`config.mk`:
```
export PLATFORM = sky130hd
export DESIGN_NAME = canvas_write_scheduler
export DESIGN_NICKNAME = d
export VERILOG_FILES = /design/src/rtl/canvas_write_scheduler.sv
export SDC_FILE = /design/constraint.sdc
export NUM_CORES = 1
export LEC_CHECK = 0
export ABC_AREA = 1
export BUFFER_PORTS_ARGS = -buffer_cell sky130_fd_sc_hd__buf_2
export CORE_ASPECT_RATIO = 1.2
export CORE_MARGIN = 2
export CORE_UTILIZATION = 48
export DETAILED_ROUTE_END_ITERATION = 16
export MAX_ROUTING_LAYER = met4
export PLACE_DENSITY = 0.72
export SYNTH_ARGS = -nofsm -noshare
export SYNTH_HDL_FRONTEND = slang
export SYNTH_SLANG_ARGS = --single-unit
```
`constraint.sdc`:
```
create_clock -name clk -period 1.6 [get_ports clk]
set_clock_uncertainty 0.05 [all_clocks]
set_input_delay 0.24 -clock clk [delete_from_list [all_inputs] [get_ports clk]]
set_output_delay 0.24 -clock clk [all_outputs]
set_load 0.005 [all_outputs]
```
`src/rtl/canvas_write_scheduler.sv`:
```
`default_nettype none
// ============================================================================
// Module      : canvas_write_scheduler
// Description : Arbitrates the shared canvas write path between the live
//               drawing tool (priority, never stalled) and a raster clear
//               engine that sweeps one layer or all four layers.
// Revision    : 1.0 - initial release
// ============================================================================
module canvas_write_scheduler #(
    parameter int WIDTH       = 640,
    parameter int HEIGHT      = 480,
    parameter int COLOR_WIDTH = 4,
    parameter int CLEAR_COLOR = 0
) (
    input  logic                       clk,
    input  logic                       reset,
    input  logic                       tool_valid,
    input  logic [$clog2(WIDTH)-1:0]   tool_x,
    input  logic [$clog2(HEIGHT)-1:0]  tool_y,
    input  logic [COLOR_WIDTH-1:0]     tool_color,
    input  logic [2:0]                 tool_layer,
    input  logic [3:0]                 layer_visible,
    input  logic                       clear_req,
    input  logic [2:0]                 clear_layer,
    input  logic                       clear_all,
    output logic [3:0]                 write_en,
    output logic [$clog2(WIDTH)-1:0]   write_x,
    output logic [$clog2(HEIGHT)-1:0]  write_y,
    output logic [COLOR_WIDTH-1:0]     write_color,
    output logic                       busy,
    output logic                       clear_done,
    output logic                       tool_dropped
);

    localparam int c_X_W = $clog2(WIDTH);
    localparam int c_Y_W = $clog2(HEIGHT);

    localparam logic [c_X_W-1:0]       c_X_LAST    = c_X_W'(WIDTH - 1);
    localparam logic [c_Y_W-1:0]       c_Y_LAST    = c_Y_W'(HEIGHT - 1);
    localparam logic [c_X_W-1:0]       c_X_ONE     = c_X_W'(1);
    localparam logic [c_Y_W-1:0]       c_Y_ONE     = c_Y_W'(1);
    localparam logic [COLOR_WIDTH-1:0] c_CLR_COLOR = COLOR_WIDTH'(CLEAR_COLOR);

    typedef enum logic [1:0] {
        S_IDLE  = 2'd0,
        S_CLEAR = 2'd1,
        S_DONE  = 2'd2
    } state_t;

    // Layer number 1..4 to its write-enable bit; anything else selects nothing.
    function automatic logic [3:0] f_layer_onehot(input logic [2:0] layer);
        logic [3:0] v_mask;
        case (layer)
            3'd1:    v_mask = 4'b0001;
            3'd2:    v_mask = 4'b0010;
            3'd3:    v_mask = 4'b0100;
            3'd4:    v_mask = 4'b1000;
            default: v_mask = 4'b0000;
        endcase
        return v_mask;
    endfunction

    state_t                 r_state_q,        w_state_d;
    logic [c_X_W-1:0]       r_cx_q,           w_cx_d;
    logic [c_Y_W-1:0]       r_cy_q,           w_cy_d;
    logic [3:0]             r_clear_mask_q,   w_clear_mask_d;
    logic [3:0]             r_write_en_q,     w_write_en_d;
    logic [c_X_W-1:0]       r_write_x_q,      w_write_x_d;
    logic [c_Y_W-1:0]       r_write_y_q,      w_write_y_d;
    logic [COLOR_WIDTH-1:0] r_write_color_q,  w_write_color_d;
    logic                   r_busy_q,         w_busy_d;
    logic                   r_clear_done_q,   w_clear_done_d;
    logic                   r_tool_dropped_q, w_tool_dropped_d;

    logic [3:0] w_active_clear_mask;
    logic [3:0] w_tool_mask;
    logic       w_tool_grant;
    logic [3:0] w_req_mask;

    // Layers under an active sweep are locked out of the tool so a fresh
    // stroke cannot be erased by a later pass of the clear engine.
    assign w_active_clear_mask = (r_state_q == S_CLEAR) ? r_clear_mask_q : 4'b0000;
    assign w_tool_mask         = f_layer_onehot(tool_layer) & layer_visible & ~w_active_clear_mask;
    assign w_tool_grant        = tool_valid && (w_tool_mask != 4'b0000);
    assign w_req_mask          = clear_all ? 4'b1111 : f_layer_onehot(clear_layer);

    always_comb begin
        w_state_d        = r_state_q;
        w_cx_d           = r_cx_q;
        w_cy_d           = r_cy_q;
        w_clear_mask_d   = r_clear_mask_q;
        w_write_en_d     = 4'b0000;
        w_write_x_d      = '0;
        w_write_y_d      = '0;
        w_write_color_d  = '0;
        w_busy_d         = (r_state_q == S_CLEAR);
        w_clear_done_d   = (r_state_q == S_DONE);
        w_tool_dropped_d = tool_valid && !w_tool_grant;

        if (w_tool_grant) begin
            w_write_en_d    = w_tool_mask;
            w_write_x_d     = tool_x;
            w_write_y_d     = tool_y;
            w_write_color_d = tool_color;
        end

        case (r_state_q)
            S_IDLE: begin
                if (clear_req && (w_req_mask != 4'b0000)) begin
                    w_state_d      = S_CLEAR;
                    w_cx_d         = '0;
                    w_cy_d         = '0;
                    w_clear_mask_d = w_req_mask;
                end
            end

            S_CLEAR: begin
                // The sweep only uses slots the tool did not win; a granted
                // tool write holds the raster position for one cycle.
                if (!w_tool_grant) begin
                    w_write_en_d    = r_clear_mask_q;
                    w_write_x_d     = r_cx_q;
                    w_write_y_d     = r_cy_q;
                    w_write_color_d = c_CLR_COLOR;
                    if (r_cx_q == c_X_LAST) begin
                        w_cx_d = '0;
                        if (r_cy_q == c_Y_LAST) begin
                            w_cy_d    = '0;
                            w_state_d = S_DONE;
                        end else begin
                            w_cy_d = r_cy_q + c_Y_ONE;
                        end
                    end else begin
                        w_cx_d = r_cx_q + c_X_ONE;
                    end
                end
            end

            S_DONE: begin
                w_state_d      = S_IDLE;
                w_clear_mask_d = 4'b0000;
            end

            default: begin
                w_state_d      = S_IDLE;
                w_clear_mask_d = 4'b0000;
            end
        endcase
    end

    always_ff @(posedge clk) begin
        if (reset) begin
            r_state_q        <= S_IDLE;
            r_cx_q           <= '0;
            r_cy_q           <= '0;
            r_clear_mask_q   <= 4'b0000;
            r_write_en_q     <= 4'b0000;
            r_write_x_q      <= '0;
            r_write_y_q      <= '0;
            r_write_color_q  <= '0;
            r_busy_q         <= 1'b0;
            r_clear_done_q   <= 1'b0;
            r_tool_dropped_q <= 1'b0;
        end else begin
            r_state_q        <= w_state_d;
            r_cx_q           <= w_cx_d;
            r_cy_q           <= w_cy_d;
            r_clear_mask_q   <= w_clear_mask_d;
            r_write_en_q     <= w_write_en_d;
            r_write_x_q      <= w_write_x_d;
            r_write_y_q      <= w_write_y_d;
            r_write_color_q  <= w_write_color_d;
            r_busy_q         <= w_busy_d;
            r_clear_done_q   <= w_clear_done_d;
            r_tool_dropped_q <= w_tool_dropped_d;
        end
    end

    assign write_en     = r_write_en_q;
    assign write_x      = r_write_x_q;
    assign write_y      = r_write_y_q;
    assign write_color  = r_write_color_q;
    assign busy         = r_busy_q;
    assign clear_done   = r_clear_done_q;
    assign tool_dropped = r_tool_dropped_q;

endmodule
`default_nettype wire

```
Word-level counts from Yosys, hierarchy flattened

Cells that the tools add are included.
Widths: inputs -> output; s select.

Register bits: 55
Memory bits (writable): 0
ROM bits: 0
Memories kept: 0
Bits in latches: 0

Add/sub/neg operators: 2
Shift operators: 0
Divide/modulo/power cells: 0
Bitwise gates (word level): 4
Multipliers: 0
Order comparisons: 0
Equal/unequal tests: 16
Multiplexer cells: 32
Reduce and logical (&&, ||, !) cells: 12

Operator list:

| cell                  | count |
|---|---|
| $mux 9                | 7 |
| $mux 10               | 6 |
| $mux 4                | 9 |
| $pmux 4 s4            | 2 |
| $pmux 10 s2           | 1 |
| $pmux 9 s2            | 1 |
| $eq 3x2->1 const B    | 4 |
| $add 10x1->10 const B | 1 |
| $eq 10x10->1 const B  | 1 |
| $add 9x1->9 const B   | 1 |
| $eq 9x9->1 const B    | 1 |
| $and 4x4->4           | 2 |
| $mux 2                | 4 |
| $pmux 4 s2            | 1 |
| $reduce_and 4->1      | 2 |
| $reduce_bool 4->1     | 2 |
| $eq 3x1->1 const B    | 2 |
| $eq 3x3->1 const B    | 2 |
| $ne 2x1->1 const B    | 2 |
| $ne 2x2->1 const B    | 2 |
| $not 4->4             | 1 |
| $pmux 2 s2            | 1 |
| $logic_and 1x1->1     | 3 |
| $reduce_and 3->1      | 1 |
| 7 further kinds       | 7 |

Depth between registers and ports, before layout

Word-level depth: 9
Depth in mapped cells: 14
Mapped depth without buffers: 13

Least setup slack after synthesis

No wires, ideal clock.

Path kind: flip-flop to flip-flop
Start: reg r_cx_q[0]
End: reg r_cy_q[1]
Slack: -0.012 ns
Arrival time: 1.433 ns
Library setup time: 0.129 ns
Cell stages (with the launch flop): 10
Clock period less this slack: 1.612 ns
Data required time: 1.421 ns
Cell sequence: dfxtp_1 -> ha_1 -> nand2_1 -> nor2_2 -> nand4_2 -> nand2_2 -> buf_6 -> nand4_1 -> nand2_1 -> nor2_1

Cells in the longest elaborated chain, start to end: 3

RTL lines:

| item                              | line | RTL |
|---|---|---|
| start: declaration                | 64   | `logic [c_X_W-1:0] r_cx_q, w_cx_d;` |
| start signal: assignment          | 166  | `r_cx_q <= w_cx_d;` |
| $eq 10x10->1                      | 125  | `if (r_cx_q == c_X_LAST) begin` |
| $ne 2x1->1 (no source line)       | -    |  |
| $reduce_and 4->1 (no source line) | -    |  |
| end signal: assignment            | 167  | `r_cy_q <= w_cy_d;` |
| end: declaration                  | 65   | `logic [c_Y_W-1:0] r_cy_q, w_cy_d;` |

No other way between the ends.
A chain may end at the register's enable or synchronous reset.

Worst setup path in the final report

Start: reg r_cx_q[0]
End: reg r_cx_q[6]

Cells in the longest elaborated chain, start to end: 4
Elaborated cells on any way between the ends: 5
Classes of those cells: 1 x add/sub; 1 x eq/ne; 3 x mux

RTL lines:

| item                                                 | line     | RTL |
|---|---|---|
| $add 10x1->10 / $eq 10x10->1 (equally long branches) | 134, 125 |  |
| $mux 10 (*)                                          | 125      |  |
| $mux 10 (*)                                          | 120      | `if (!w_tool_grant) begin` |
| $pmux 10 s2 (*)                                      | 107      | `case (r_state_q)` |

Mark *: on every way between the ends. The rest lies on a longest branch, timed or not. The select of a mux whose other input is x is not followed.

==> metrics.md <==
| Metric | Value |
|---|---|
| Launch point of the worst path | r_cx_q[0] |
| Hold Crit Start | tool_color[1] |
| Synthesized Nets | 439 |
| Initial DRC count | 215 |
| I/O pin count | 68 |
| CP cell instances | ha_4 > nand2_2 > nor2_4 > inv_2 > nor2_4 > nand2_2 > xor2_1 > nor2_1 > nand2_1 > a21oi_1 |
| Yosys cell types | 35 |
| Initial antenna violation count | 0 |
| Starting density of the core | 0.496 |
| Wirelength, routed | 6.92 mm |
| Largest stage delay, worst path | 370 ps |
| Core Rows | 30 |
| Worst-Margin Slew | 355 ps |
| GR Overflow Total | 0 |
| Area growth, synth to finish | 30.6% |
| Leakage | 1.58 nW |
| Critical Path AT | 1740 ps |
| RSZ-0062 raised after global routing | yes |
| Skew-Pair Late Insertion Delay | 310 ps |
| Top area cells in the synthesized netlist | dfxtp_1, nand2_1, nor2_1 |
| RD Place Congestion | 0.861 |
| #FFs+latches synth | 55 |
| DIE AREA | 6480 um2 |
| First-pass GRT wire length | 11.0 mm |
| Max_slew headroom | 0.763 |
| Remaining DRCs | 0 |
| Root buffer cell | clkbuf_8 |
| Setup violators final | 0 |
| CTS clk-pin slew, worst paths | 100 ps |
| Reg2Reg Launch Point | r_cx_q[0] |
| Crit path kind | flop to flop |
| CTS Buffer Depth | 2 |
| Post-synthesis cell count | 399 |
| Share of layout cells above drive strength 1 | 0.361 |
| Core area | 5670 um2 |
| Largest net degree at the start of global routing | 27 |
| Final WS setup | 62.0 ps |
| Top delay family on crit path | simple AND/OR/NAND/NOR gates |
| Max Cap Viol | 0 |
| Fin. max-slew vios | 0 |
| Final hold violations | 0 |
| WL per Instance | 11.8 um |
| CTS tree | done |
| Max IR drop VDD | 0.000550 V |
| Critical path buffers and inverters | 1 |
| Total CTS buffers | 5 |
| Htree depth | 2 |
| Most frequent cells in the layout | nand2_1, buf_2, dfxtp_1 |
| Status | complete, no violations |
| CP required | 1800 ps |
| Yosys top cell by area | dfxtp_1 |
| Mean post-synth cell area | 7.04 um2 |
| Crit Path Max Fanout | 3 |
| Clock Sinks | 55 |
| Vias in the first global route | 2702 |
| Total number of vias | 2932 |
| Die height | 87.8 um |
| Post-DRT Antenna Nets | 0 |
| Crit path time final | 1540 ps |
| Placed Cells | 573 |
| HPWL after DPL | 4.90 mm |
| Non-Filler Instances | 584 |
| Most common cell after layout, fill and taps aside | nand2_1 |
| Drt via density | 5.02 |
| F_max | 650 MHz |
| Hold Crit Class | input pin to flop |
| Die width | 73.8 um |
| Synthesized area | 2810 um2 |
| Min Hold Slack | 93.3 ps |
| Crit share post-route | 0.961 |
| Crit-path slowest cell | dfxtp_2 |
| Drt pass-1 iters | 4 |
| Input/output buffers | 67 |
| Synth warn | 0 |
| Crit end category | flop |
| Total track usage | 0.220 |
| Pwr/cell area | 771 nW/um2 |
| Post-Place Setup Slack | -38.1 ps |
| Register area share after synthesis | 0.392 |
| Crit start category | flop |
| Area share of the largest cell type after synthesis | 0.392 |
| ANT cells | 0 |
| Nets | 543 |
final timing paths:
kind	slack, ps	to	cells past startpoint
worst max-delay path	60	r_cx_q[6]	10
worst min-delay path	90	write_color[1]	3
worst max register to register	60	r_cx_q[6]	10
worst min register to register	420	r_clear_mask_q[3]	2
cells by family (layout without fill, tap and decap cells):
| group | Yosys count | count (layout) | share of synthesized area |
|---|---|---|---|
| compound gates | 55 | 55 | 0.118 |
| xor+xnor | 1 | 1 | 0.00312 |
| fa+ha+maj | 2 | 2 | 0.00891 |
| buf+inv | 51 | 156 | 0.0931 |
| flops | 55 | 55 | 0.392 |
| simple gates | 235 | 235 | 0.385 |
repair_timing:
item / in CTS / in global routing
setup buffers: 0 / 2
gates cloned: 1 / 0
endpoints found under the setup margin: 37 / 37
endpoints found under the hold margin: 0 / 0
resized for setup: 6 / 22
hold buffers: 0 / 0
pin swaps: 0 / 11
power breakdown:
group	switching, mW	leakage, nW	internal [mW]
clock network	0.474	0.0474	0.355
logic	0.337	1.08	0.222
registers	0.0228	0.448	1.42
stage by stage:
stage,TNS [ps],total power [mW],util,instance area (um2)
after detailed placement,-692,2.00,0.609,3450
after CTS,0,2.82,0.631,3570
after floorplan,0,1.81,-,2810
after global placement,-144,1.99,0.609,3450
after global routing,-114,2.96,0.647,3670
final,0,2.83,0.647,3670
flip-flops by register name, indices dropped and copies added, names as in the netlist:
name            cells
write_color         4
write_x            10
r_cy_q              9
r_clear_mask_q      4
write_y             9
clear_done          1
write_en            4
r_state_q           2
busy                1
r_cx_q             10
tool_dropped        1
cells in the mapped netlist:
cell type	n
a21oi_1	34
a21oi_2	12
a31oi_1	2
buf_1	1
buf_12	1
buf_2	3
buf_4	2
buf_6	3
clkbuf_1	3
clkbuf_8	1
dfxtp_1	55
dlygate4sd1_1	1
ha_1	2
inv_1	28
inv_2	7
inv_6	1
nand2_1	116
nand2_2	12
nand2_4	3
nand3_1	30
nand3_2	1
nand3_4	2
nand3b_1	2
nand4_1	12
nand4_2	1
nor2_1	46
nor2_2	2
nor3_1	2
nor3_2	1
nor3b_1	3
o21ai_0	4
o21bai_1	1
o31ai_1	2
or2_2	2
xor2_1	1
metal layers:
layer | vias to the layer above | routed length (um) | track usage
li1 | 1502 | - | -
met1 | 1340 | 2810 | 0.241
met2 | 79 | 3730 | 0.386
met3 | 11 | 246 | 0.0288
met4 | 0 | 123 | 0.107
met5 | - | 0 | -
final cells by class:
type,instances,area (um2)
clock buffers,6,82.6
clock inverters,2,16.3
fillers,508,2000
inverters,36,145
multi-input cells,293,1520
flip-flops and latches,55,1110
well taps,80,100
repair buffers,111,686
repair inverters,1,7.51
worst min-delay path: cells and delay by family:
family	cells	cell delay, ps
simple gates	2	100
buf+inv	1	70
Power figures use the tool's default switching activity.
